==> src/rtl/diff_freq_cmd_encoder.sv <==
// rtl/diff_freq_cmd_encoder.sv - serialises one command request into UART byte frames
//
// Purpose: accepts a parallel command request (FREQ, PERIOD, DATA, CTRL or the
// combined CHAN frame), validates it, and hands the frame bytes one at a time
// to a UART transmitter through a start/done handshake, with an optional idle
// gap between bytes and a per-byte completion timeout.
//
// Ports:
//   clk, rst_n           clock; asynchronous reset, asserted high
//   req_valid_i/ready_o  request handshake, ready only while idle
//   req_op_i             0 FREQ, 1 PERIOD, 2 DATA, 3 CTRL, 4 CHAN
//   req_chan_i           channel index (DATA/CTRL/CHAN)
//   req_word_i           32-bit pattern (FREQ/DATA/CHAN), sent LSB first
//   req_slow_i/fast_i    period bytes (PERIOD)
//   req_mode_i/en_i      channel mode and enable (CTRL/CHAN)
//   tx_start_o/data_o    one-cycle load strobe and byte for the UART
//   tx_done_tick_i       UART byte-complete pulse
//   busy_o               frame in progress
//   done_tick_o          frame fully sent
//   err_tick_o/code_o    reject or abort pulse; code 01 op, 10 chan/mode, 11 timeout

module diff_freq_cmd_encoder #(
    parameter int         OUTPUT_NUM = 16,
    parameter logic [7:0] CMD_DATA   = 8'h01,
    parameter logic [7:0] CMD_CTRL   = 8'h02,
    parameter logic [7:0] CMD_FREQ   = 8'h03,
    parameter logic [7:0] CMD_PERIOD = 8'h04,
    parameter int         GAP_CYCLES = 0,
    parameter int         TIMEOUT    = 65535
) (
    input  logic        clk,
    input  logic        rst_n,
    input  logic        req_valid_i,
    output logic        req_ready_o,
    input  logic [2:0]  req_op_i,
    input  logic [7:0]  req_chan_i,
    input  logic [31:0] req_word_i,
    input  logic [7:0]  req_slow_i,
    input  logic [7:0]  req_fast_i,
    input  logic [1:0]  req_mode_i,
    input  logic        req_en_i,
    output logic        tx_start_o,
    output logic [7:0]  tx_data_o,
    input  logic        tx_done_tick_i,
    output logic        busy_o,
    output logic        done_tick_o,
    output logic        err_tick_o,
    output logic [1:0]  err_code_o
);

    typedef enum logic [2:0] {
        S_IDLE,
        S_START,
        S_WAIT,
        S_GAP,
        S_DONE,
        S_ERR
    } state_t;

    localparam logic [8:0]  CHAN_LIM = 9'(OUTPUT_NUM);
    localparam logic [15:0] TO_LAST  = 16'(TIMEOUT - 1);
    localparam logic [15:0] GAP_LAST = 16'(GAP_CYCLES - 1);

    state_t      state_q;
    logic [2:0]  op_q;
    logic [7:0]  chan_q;
    logic [31:0] word_q;
    logic [7:0]  slow_q;
    logic [7:0]  fast_q;
    logic [1:0]  mode_q;
    logic        en_q;
    logic [3:0]  idx_q;
    logic [3:0]  last_idx_q;
    logic [15:0] to_cnt_q;
    logic [15:0] gap_cnt_q;
    logic        tx_start_q;
    logic [7:0]  tx_data_q;
    logic        ready_q;
    logic        busy_q;
    logic        done_q;
    logic        err_q;
    logic [1:0]  err_code_q;

    logic [1:0]  rej_code_d;
    logic [7:0]  first_byte_d;
    logic [7:0]  cur_byte_d;
    logic [7:0]  next_byte_d;

    function automatic logic [7:0] word_byte(input logic [31:0] word, input logic [1:0] k);
        return word[{k, 3'b000} +: 8];
    endfunction

    // Byte idx of the frame described by the given request fields.
    // CHAN is a DATA frame (idx 0..5) followed by a CTRL frame (idx 6..8).
    function automatic logic [7:0] frame_byte(
        input logic [2:0]  op,
        input logic [7:0]  chan,
        input logic [31:0] word,
        input logic [7:0]  slow,
        input logic [7:0]  fast,
        input logic [1:0]  mode,
        input logic        en,
        input logic [3:0]  idx
    );
        logic [7:0] b;
        logic [3:0] k;
        b = 8'h00;
        k = idx;
        case (op)
            3'd0: begin
                if (idx == 4'd0) b = CMD_FREQ;
                else             b = word_byte(word, 2'(idx - 4'd1));
            end
            3'd1: begin
                case (idx)
                    4'd0:    b = CMD_PERIOD;
                    4'd1:    b = slow;
                    default: b = fast;
                endcase
            end
            default: begin
                if (op == 3'd3 || (op == 3'd4 && idx >= 4'd6)) begin
                    if (op == 3'd4) k = idx - 4'd6;
                    case (k)
                        4'd0:    b = CMD_CTRL;
                        4'd1:    b = chan;
                        default: b = {5'h00, mode, en};
                    endcase
                end else begin
                    case (idx)
                        4'd0:    b = CMD_DATA;
                        4'd1:    b = chan;
                        default: b = word_byte(word, 2'(idx - 4'd2));
                    endcase
                end
            end
        endcase
        return b;
    endfunction

    // Index of the final byte of each frame type.
    function automatic logic [3:0] frame_last(input logic [2:0] op);
        case (op)
            3'd0:    return 4'd4;
            3'd1:    return 4'd2;
            3'd2:    return 4'd5;
            3'd4:    return 4'd8;
            default: return 4'd2;
        endcase
    endfunction

    always_comb begin
        rej_code_d = 2'b00;
        if (req_op_i > 3'd4) begin
            rej_code_d = 2'b01;
        end else if ((req_op_i >= 3'd2) && ({1'b0, req_chan_i} >= CHAN_LIM)) begin
            rej_code_d = 2'b10;
        end else if ((req_op_i == 3'd3 || req_op_i == 3'd4) && req_mode_i == 2'b11) begin
            rej_code_d = 2'b10;
        end
    end

    // Byte 0 comes straight from the inputs because the fields are being
    // captured on the same edge that issues the first start.
    assign first_byte_d = frame_byte(req_op_i, req_chan_i, req_word_i, req_slow_i,
                                     req_fast_i, req_mode_i, req_en_i, 4'd0);
    assign cur_byte_d   = frame_byte(op_q, chan_q, word_q, slow_q, fast_q, mode_q, en_q, idx_q);
    assign next_byte_d  = frame_byte(op_q, chan_q, word_q, slow_q, fast_q, mode_q, en_q,
                                     idx_q + 4'd1);

    always_ff @(posedge clk or posedge rst_n) begin
        if (rst_n) begin
            state_q    <= S_IDLE;
            op_q       <= 3'd0;
            chan_q     <= 8'h00;
            word_q     <= 32'h0;
            slow_q     <= 8'h00;
            fast_q     <= 8'h00;
            mode_q     <= 2'b00;
            en_q       <= 1'b0;
            idx_q      <= 4'd0;
            last_idx_q <= 4'd0;
            to_cnt_q   <= 16'd0;
            gap_cnt_q  <= 16'd0;
            tx_start_q <= 1'b0;
            tx_data_q  <= 8'h00;
            ready_q    <= 1'b1;
            busy_q     <= 1'b0;
            done_q     <= 1'b0;
            err_q      <= 1'b0;
            err_code_q <= 2'b00;
        end else begin
            tx_start_q <= 1'b0;
            done_q     <= 1'b0;
            err_q      <= 1'b0;
            case (state_q)
                S_IDLE: begin
                    if (req_valid_i) begin
                        op_q       <= req_op_i;
                        chan_q     <= req_chan_i;
                        word_q     <= req_word_i;
                        slow_q     <= req_slow_i;
                        fast_q     <= req_fast_i;
                        mode_q     <= req_mode_i;
                        en_q       <= req_en_i;
                        idx_q      <= 4'd0;
                        last_idx_q <= frame_last(req_op_i);
                        ready_q    <= 1'b0;
                        if (rej_code_d != 2'b00) begin
                            state_q    <= S_ERR;
                            err_q      <= 1'b1;
                            err_code_q <= rej_code_d;
                        end else begin
                            state_q    <= S_START;
                            tx_start_q <= 1'b1;
                            tx_data_q  <= first_byte_d;
                            busy_q     <= 1'b1;
                            to_cnt_q   <= 16'd0;
                        end
                    end
                end
                S_START: begin
                    // Timeout counts from the start cycle itself.
                    state_q  <= S_WAIT;
                    to_cnt_q <= to_cnt_q + 16'd1;
                end
                S_WAIT: begin
                    // A done arriving on the terminal count still completes the byte.
                    if (tx_done_tick_i) begin
                        if (idx_q == last_idx_q) begin
                            state_q <= S_DONE;
                            done_q  <= 1'b1;
                        end else begin
                            idx_q <= idx_q + 4'd1;
                            if (GAP_CYCLES == 0) begin
                                state_q    <= S_START;
                                tx_start_q <= 1'b1;
                                tx_data_q  <= next_byte_d;
                                to_cnt_q   <= 16'd0;
                            end else begin
                                state_q   <= S_GAP;
                                gap_cnt_q <= 16'd0;
                            end
                        end
                    end else if (to_cnt_q == TO_LAST) begin
                        state_q    <= S_ERR;
                        err_q      <= 1'b1;
                        err_code_q <= 2'b11;
                        busy_q     <= 1'b0;
                    end else begin
                        to_cnt_q <= to_cnt_q + 16'd1;
                    end
                end
                S_GAP: begin
                    // idx_q already points at the byte to send next.
                    if (gap_cnt_q == GAP_LAST) begin
                        state_q    <= S_START;
                        tx_start_q <= 1'b1;
                        tx_data_q  <= cur_byte_d;
                        to_cnt_q   <= 16'd0;
                    end else begin
                        gap_cnt_q <= gap_cnt_q + 16'd1;
                    end
                end
                S_DONE: begin
                    state_q <= S_IDLE;
                    ready_q <= 1'b1;
                    busy_q  <= 1'b0;
                end
                S_ERR: begin
                    state_q <= S_IDLE;
                    ready_q <= 1'b1;
                    busy_q  <= 1'b0;
                end
                default: begin
                    state_q <= S_IDLE;
                    ready_q <= 1'b1;
                    busy_q  <= 1'b0;
                end
            endcase
        end
    end

    assign req_ready_o = ready_q;
    assign tx_start_o  = tx_start_q;
    assign tx_data_o   = tx_data_q;
    assign busy_o      = busy_q;
    assign done_tick_o = done_q;
    assign err_tick_o  = err_q;
    assign err_code_o  = err_code_q;

endmodule

==> config.mk <==
export PLATFORM = sky130hd
export DESIGN_NAME = diff_freq_cmd_encoder
export DESIGN_NICKNAME = d
export VERILOG_FILES = /design/src/rtl/diff_freq_cmd_encoder.sv
export SDC_FILE = /design/constraint.sdc
export NUM_CORES = 1
export LEC_CHECK = 0
export BUFFER_PORTS_ARGS = -buffer_cell sky130_fd_sc_hd__buf_4
export CORE_MARGIN = 8
export CORE_UTILIZATION = 53
export CTS_BUF_LIST = sky130_fd_sc_hd__clkbuf_16
export DETAILED_ROUTE_END_ITERATION = 7
export PLACE_DENSITY = 0.79
export SETUP_SLACK_MARGIN = 0.4
export SYNTH_ARGS = -nofsm -noshare
export SYNTH_HDL_FRONTEND = slang
export SYNTH_SLANG_ARGS = --single-unit
export TNS_END_PERCENT = 100
==> constraint.sdc <==
create_clock -name clk -period 3.9 [get_ports clk]
set_input_delay 0.78 -clock clk [delete_from_list [all_inputs] [get_ports clk]]
set_output_delay 0.78 -clock clk [all_outputs]
set_load 0.02 [all_outputs]
==> results of run 1 <==
-- report_power, final --
group / total (mW) / leakage (nW) / internal [mW] / switching (mW)
combinational: 3.29 / 1.97 / 1.38 / 1.90
clock: 1.36 / 0.267 / 0.837 / 0.520
sequential: 2.20 / 1.54 / 1.70 / 0.500
total: 6.85 / 3.77 / 3.92 / 2.92
-- registers in the layout, indices dropped and copies added (netlist names) --
| name | cells |
|---|---|
| word_q | 32 |
| to_cnt_q | 16 |
| slow_q | 8 |
| op_q | 3 |
| tx_data_o | 8 |
| idx_q | 4 |
| mode_q | 2 |
| busy_o | 1 |
| tx_start_o | 1 |
| gap_cnt_q | 16 |
| en_q | 1 |
| req_ready_o | 1 |
| done_tick_o | 1 |
| err_code_o | 2 |
| chan_q | 8 |
| err_tick_o | 1 |
| state_q | 3 |
| last_idx_q | 4 |
| fast_q | 8 |
-- cells in the final DEF, fill, tap and decap left out, types with 4 or more instances in the layout --
cell type and n:
nand2_1 220, dfrtp_1 119, buf_4 88, nor2_1 43
o21ai_0 23, mux4_2 22, nand3_1 19, xnor2_1 18
inv_1 17, clkbuf_16 17, xor2_1 16, nand4_1 15
a211oi_1 14, a21oi_1 11, a221oi_1 10, nor2_2 9
ha_1 9, nor2b_1 8, o22ai_1 8, and3_1 8
or2_2 7, a22o_1 7, nor3_1 7, a31oi_1 6
nand2b_1 6, o31ai_1 5, o22a_1 5, a22oi_1 5
o21bai_1 5, a311oi_1 4, nand3b_1 4, clkinv_1 4
and4_1 4, or3_1 4, a21o_1 4, mux2_2 4
mux2i_1 4
-- routing by layer --
metal | GRT usage, % | part of all wire [%]
met4 | 9.52 | 2.5
met3 | 6.74 | 8.5
met1 | 31.7 | 44
met5 | 0 | 0
met2 | 35.4 | 45
-- logic make-up (layout without fill, tap and decap cells) --
kind of cell / Yosys count / count (layout) / synth area share [%]
muxes: 30 / 30 / 8.30
AOI/OAI and AO/OA: 140 / 140 / 15.5
adders and majority gates: 9 / 9 / 1.61
DFF: 120 / 120 / 43.0
xor gates and xnor gates: 36 / 36 / 4.83
buffers and inverters: 54 / 132 / 3.15
and+or+nand+nor: 368 / 368 / 23.6
-- path summary, 6_finish.rpt --
kind                                from       endpoint  slack (ns)  depth (start not counted)
setup / recovery                idx_q[0]   tx_data_o[2]        0.69                         10
setup reg to reg                idx_q[0]   tx_data_o[2]        0.69                         10
hold / removal             gap_cnt_q[10]  gap_cnt_q[10]        0.47                          1
max in group asynchronous          rst_n   tx_data_o[4]        2.56                          3
min in group asynchronous          rst_n      chan_q[2]        0.49                          2
hold reg to reg            gap_cnt_q[10]  gap_cnt_q[10]        0.47                          1
-- stage by stage --
step | area (um^2) | setup WS, ns | utilization (%) | total power, mW | hold slack [ns]
finish | 8240 | 0.689 | 63.0 | 6.85 | 0.472
global route | 8240 | 0.458 | 63.0 | 7.30 | 0.510
CTS | 8240 | 0.717 | 63.0 | 6.82 | 0.474
detailed placement | 7740 | 0.809 | 59.1 | 5.42 | 0.464
global placement | 7740 | 0.839 | 59.1 | 5.34 | 0.462
floorplan | 7000 | 0.870 | - | 4.49 | 0.446
-- final cells by class --
| cell class | count | area share, % |
|---|---|---|
| inverters | 14 | 0.683 |
| flip-flops and latches | 120 | 36.5 |
| clock inverters | 12 | 0.911 |
| clock buffers | 17 | 5.16 |
| repair buffers | 89 | 8.26 |
| well taps | 176 | 2.67 |
| multi-input cells | 583 | 45.9 |
-- what timing repair did --
item                       CTS  global route
gates resized for setup      0             1
hold buffers                 0             0
setup endpoints to repair    0             1
hold endpoints to repair     0             0
==> metrics.txt, run 1 <==
Sequential cell area=0.00300 mm^2; final wirelength=18900 um; TNS Setup=0 ns; H-tree levels=4; worst-margin pin slew=1.09 ns; nature of the critical path startpoint=flip-flop; root buffer cell=clkbuf_16; total gr overflow=0; initial antenna violation count=0; Avg Cell Area, Syn=9.24 um^2; Final setup violation count=0; Layout area overhead=17.8%; cell taking the most area after synthesis=dfrtp_1; io pins=81; largest net degree at the start of global routing=57; Diodes inserted=0; Post-Syn Instances=757; CP Class=flip-flop to flip-flop; Cell variety after synth=71; Post-DP HPWL=13600 um; Post-Layout Cell Count=1011; row count=42; CP cell instances=clkinv_1 > ha_1 > buf_4 > inv_1 > o2111a_1 > o21ai_2 > nor2_1 > and3_1 > a2111oi_1 > o32a_1; height of the die=131 um; Synth top area share=42.6%; Die ar.=0.0171 mm^2; ranking of synthesized cells by area=dfrtp_1, nand2_1, mux4_2, nor2_1, xnor2_1; period utilization=82.3%; First-pass DRT Iterations=5; worst skew pair latency=0.43 ns; most common cell in the netlist=nand2_1; Synth Cell Area=0.00699 mm^2; Lkg Pwr=3.77 nW; first-pass GRT wire length=31300 um; Final Max Tran Viols=0; total core area=0.0131 mm^2; FFs w/ async S/R, synth=100%; Critical Path End Type=flip-flop; status=finished, final reports clean; clk_skew=0.00888 ns; Rel. slew slack=26.4%; TritonCTS clock tree=done; Inst Count DP=982; Setup Fix Bufs, Post-CTS=0; Clock Pin Slew Worst Setup and Hold Paths=0.05 ns; post-route minimum period=3.21 ns; sequential area share after synthesis=43.0%; worst-path fanout max=19; layout cell share with drive strength beyond 1=20.1%; achievable clock frequency=311 MHz; PD cells=831 mW/mm^2; Max Cap Violations=0; Starting DRT DRC Count=524; Die Span X=131 um; PortBufs=80; cts bufs inserted=17; RSZ-0062 raised after global routing=no; Final ANT Viol Nets=0; Vias=6087; clock buffer depth=2; nets=900; slowest stage delay, CP=0.45 ns; ys flop type=dfrtp_1; syn nets=832; fillers=1082; flops & latches, synth=120; Initial Utilization=53.5%; CP arrival=3.57 ns; vias in the first global route=6238; most common library cells after synthesis=nand2_1, dfrtp_1, nor2_1; EDFF count, synth=0; DRC=0; YS warnings=0; Fin. Hold Viols=0; min-delay worst type=flip-flop to flip-flop; Peak VDD IR=0.384 mV; Buf/Inv on CP=3; Wirelength per Cell=18.7 um; worst path required time=4.26 ns; post-DR vias/cell=6.02; GPL Wtd Cong=0.975; CP top delay family=compound AO/OA/AOI/OAI gates; Slowest cell on crit path=dfrtp_1; aggregate global-route resource usage=23.6%; area taken by multi-input logic gates=0.00378 mm^2; Clock Sinks=120
(Power assumes the default switching activity.)
==> run 2, diff against run 1 <==
--- a/config.mk
+++ b/config.mk
@@ -7,10 +7,10 @@
 export LEC_CHECK = 0
 export BUFFER_PORTS_ARGS = -buffer_cell sky130_fd_sc_hd__buf_4
 export CORE_MARGIN = 8
-export CORE_UTILIZATION = 53
+export CORE_UTILIZATION = 59
 export CTS_BUF_LIST = sky130_fd_sc_hd__clkbuf_16
 export DETAILED_ROUTE_END_ITERATION = 7
-export PLACE_DENSITY = 0.79
+export PLACE_DENSITY = 0.83
 export SETUP_SLACK_MARGIN = 0.4
 export SYNTH_ARGS = -nofsm -noshare
 export SYNTH_HDL_FRONTEND = slang
==> constraint.sdc (replaced) <==
create_clock -name clk -period 3.4 [get_ports clk]
set_input_delay 0.68 -clock clk [delete_from_list [all_inputs] [get_ports clk]]
set_output_delay 0.68 -clock clk [all_outputs]
set_load 0.02 [all_outputs]
==> metrics.txt, run 2 (synthesized netlist as in run 1, its figures left out) <==
clk_skew=0.00953 ns (was 0.00888 ns); worst r2r src=idx_q[0] (unchanged); io pins=81 (unchanged); Gate power share=48.7% (was 48.0%); commonest cells after routing, fill and taps aside=nand2_1, dfrtp_1, buf_4 (unchanged); nets=913 (was 900); switching pwr=3.52 mW (was 2.92 mW); cts bufs inserted=17 (unchanged); period utilization=81.9% (was 82.3%); vias in the first global route=5975 (was 6238); Wirelength per Cell=19.9 um (was 18.7 um); Critical Path End Type=flip-flop (unchanged); final wirelength=19800 um (was 18900 um); sequential share of power=30.2% (was 32.2%); Largest register FFs=32 (unchanged); worst path required time=3.70 ns (was 4.26 ns); Max Cap Violations=0 (unchanged); fillers=834 (was 1082); clock share of power=21.1% (was 19.8%); largest registers=word_q x32, gap_cnt_q x16, to_cnt_q x16 (unchanged); largest net degree at the start of global routing=70 (was 57); H-tree levels=4 (unchanged); Rel. slew slack=56.6% (was 26.4%); Die Span X=125 um (was 131 um); Lkg Pwr=3.88 nW (was 3.77 nW); post-DR vias/cell=6.28 (was 6.02); GPL Wtd Cong=0.946 (was 0.975); largest reg by FF count=word_q (unchanged); status=finished, final reports clean (unchanged); Vias=6247 (was 6087); aggregate global-route resource usage=25.9% (was 23.6%); First-pass DRT Iterations=5 (unchanged); total core area=0.0115 mm^2 (was 0.0131 mm^2); clock buffer depth=2 (unchanged); Initial Utilization=60.7% (was 53.5%); TNS Setup=0 ns (unchanged); Final ANT Viol Nets=0 (unchanged); Sequential cell area=0.00300 mm^2 (unchanged); CP arrival=3.09 ns (was 3.57 ns); Final setup violation count=0 (unchanged); Clock Pin Slew Worst Setup and Hold Paths=0.05 ns (about the same); Final Max Tran Viols=0 (unchanged); DRC=0 (unchanged); Net Sw Frac=42.3% (was 42.7%); worst-margin pin slew=0.649 ns (was 1.09 ns); Clock Sinks=120 (unchanged); Starting DRT DRC Count=626 (was 524); worst-path fanout max=7 (was 19); Layout area overhead=20.3% (was 17.8%); root buffer cell=clkbuf_16 (unchanged); nature of the critical path startpoint=flip-flop (unchanged); Post-DP HPWL=14100 um (was 13600 um); post-route minimum period=2.79 ns (was 3.21 ns); achievable clock frequency=359 MHz (was 311 MHz); layout cell share with drive strength beyond 1=22.1% (was 20.1%); CP Class=flip-flop to flip-flop (unchanged); Diodes inserted=0 (unchanged); internal power=4.81 mW (was 3.92 mW); PortBufs=80 (unchanged); most common cell after layout, fill and taps aside=nand2_1 (unchanged); first-pass GRT wire length=32000 um (was 31300 um); launch point of the worst path=idx_q[0] (unchanged); Fin. Hold Viols=0 (unchanged); PD cells=989 mW/mm^2 (was 831 mW/mm^2); Post-Route Utilization=73.1% (was 63.0%); min-delay worst type=input port to async pin (was flip-flop to flip-flop); area taken by multi-input logic gates=0.00381 mm^2 (was 0.00378 mm^2); TritonCTS clock tree=done (unchanged); total gr overflow=0 (unchanged); row count=39 (was 42); total power=8.32 mW (was 6.85 mW); initial antenna violation count=0 (unchanged); Peak VDD IR=0.571 mV (was 0.384 mV); worst skew pair latency=0.42 ns (was 0.43 ns); height of the die=125 um (was 131 um); RSZ-0062 raised after global routing=no (unchanged); Die ar.=0.0156 mm^2 (was 0.0171 mm^2); CTS Hold Buffers Added=0 (unchanged)
==> run 2: worst paths after layout <==
check	endpoint	slack (ns)	cells after the start
max	tx_data_o[2]	0.61	11
min	word_q[1]	0.23	2
max reg2reg	tx_data_o[2]	0.61	11
min reg2reg	gap_cnt_q[10]	0.48	1
max in group asynchronous	tx_data_o[5]	2.37	3
min in group clk	word_q[7]	0.44	3
==> run 2: final cells by class <==
| cell class | instances | share of cell area (%) |
|---|---|---|
| multi-input cells | 583 | 45.3 |
| clock buffers | 17 | 5.06 |
| inverters | 14 | 0.669 |
| flip-flops and latches | 120 | 35.7 |
| repair buffers | 102 | 9.40 |
| well taps | 143 | 2.13 |
| clock inverters | 15 | 1.75 |
==> run 2: layer usage <==
layer  part of all wire, %  track usage [%]  up-vias
li1                      -                -     2853
met2                    46             38.4      310
met1                    44             35.2     3052
met5                     0                0        -
met3                   8.5             7.19       32
met4                   1.7             9.89        0
==> run 2: power groups by stage <==
stage	Combinational, mW	Sequential (mW)	Clock, mW
final	4.05	2.52	1.75
after global routing	4.39	2.58	1.84
after CTS	3.96	2.49	1.78
after detailed placement	3.93	2.50	0
after global placement	3.83	2.46	0
after floorplan	2.77	2.38	0
==> run 2: through the flow <==
step | std cells | hold WS, ns | setup WS (ns) | area, um^2
3_3_place_gp | 961 | 0.464 | 0.535 | 7800
4_1_cts | 993 | 0.226 | 0.526 | 8370
3_5_place_dp | 961 | 0.471 | 0.439 | 7800
5_1_grt | 994 | 0.238 | 0.403 | 8410
6_report | 994 | 0.233 | 0.615 | 8410
2_1_floorplan | 757 | 0.446 | 0.601 | 7000
==> run 2: what timing repair did <==
item | 4_1_cts | 5_1_grt
setup endpoints to repair | 0 | 7
resized for setup | 0 | 6
buffers inserted | 0 | 1
==> run 2: critical path, cell delays in order, from the launching register on <==
cell       delay [ns]
dfrtp_1          0.40
ha_1             0.29
xnor2_4          0.24
inv_1            0.09
ha_1             0.23
xor3_1           0.37
o32ai_2          0.19
buf_4            0.21
nor2_1           0.05
a31oi_1          0.12
a2111oi_0        0.11
o32a_1           0.37
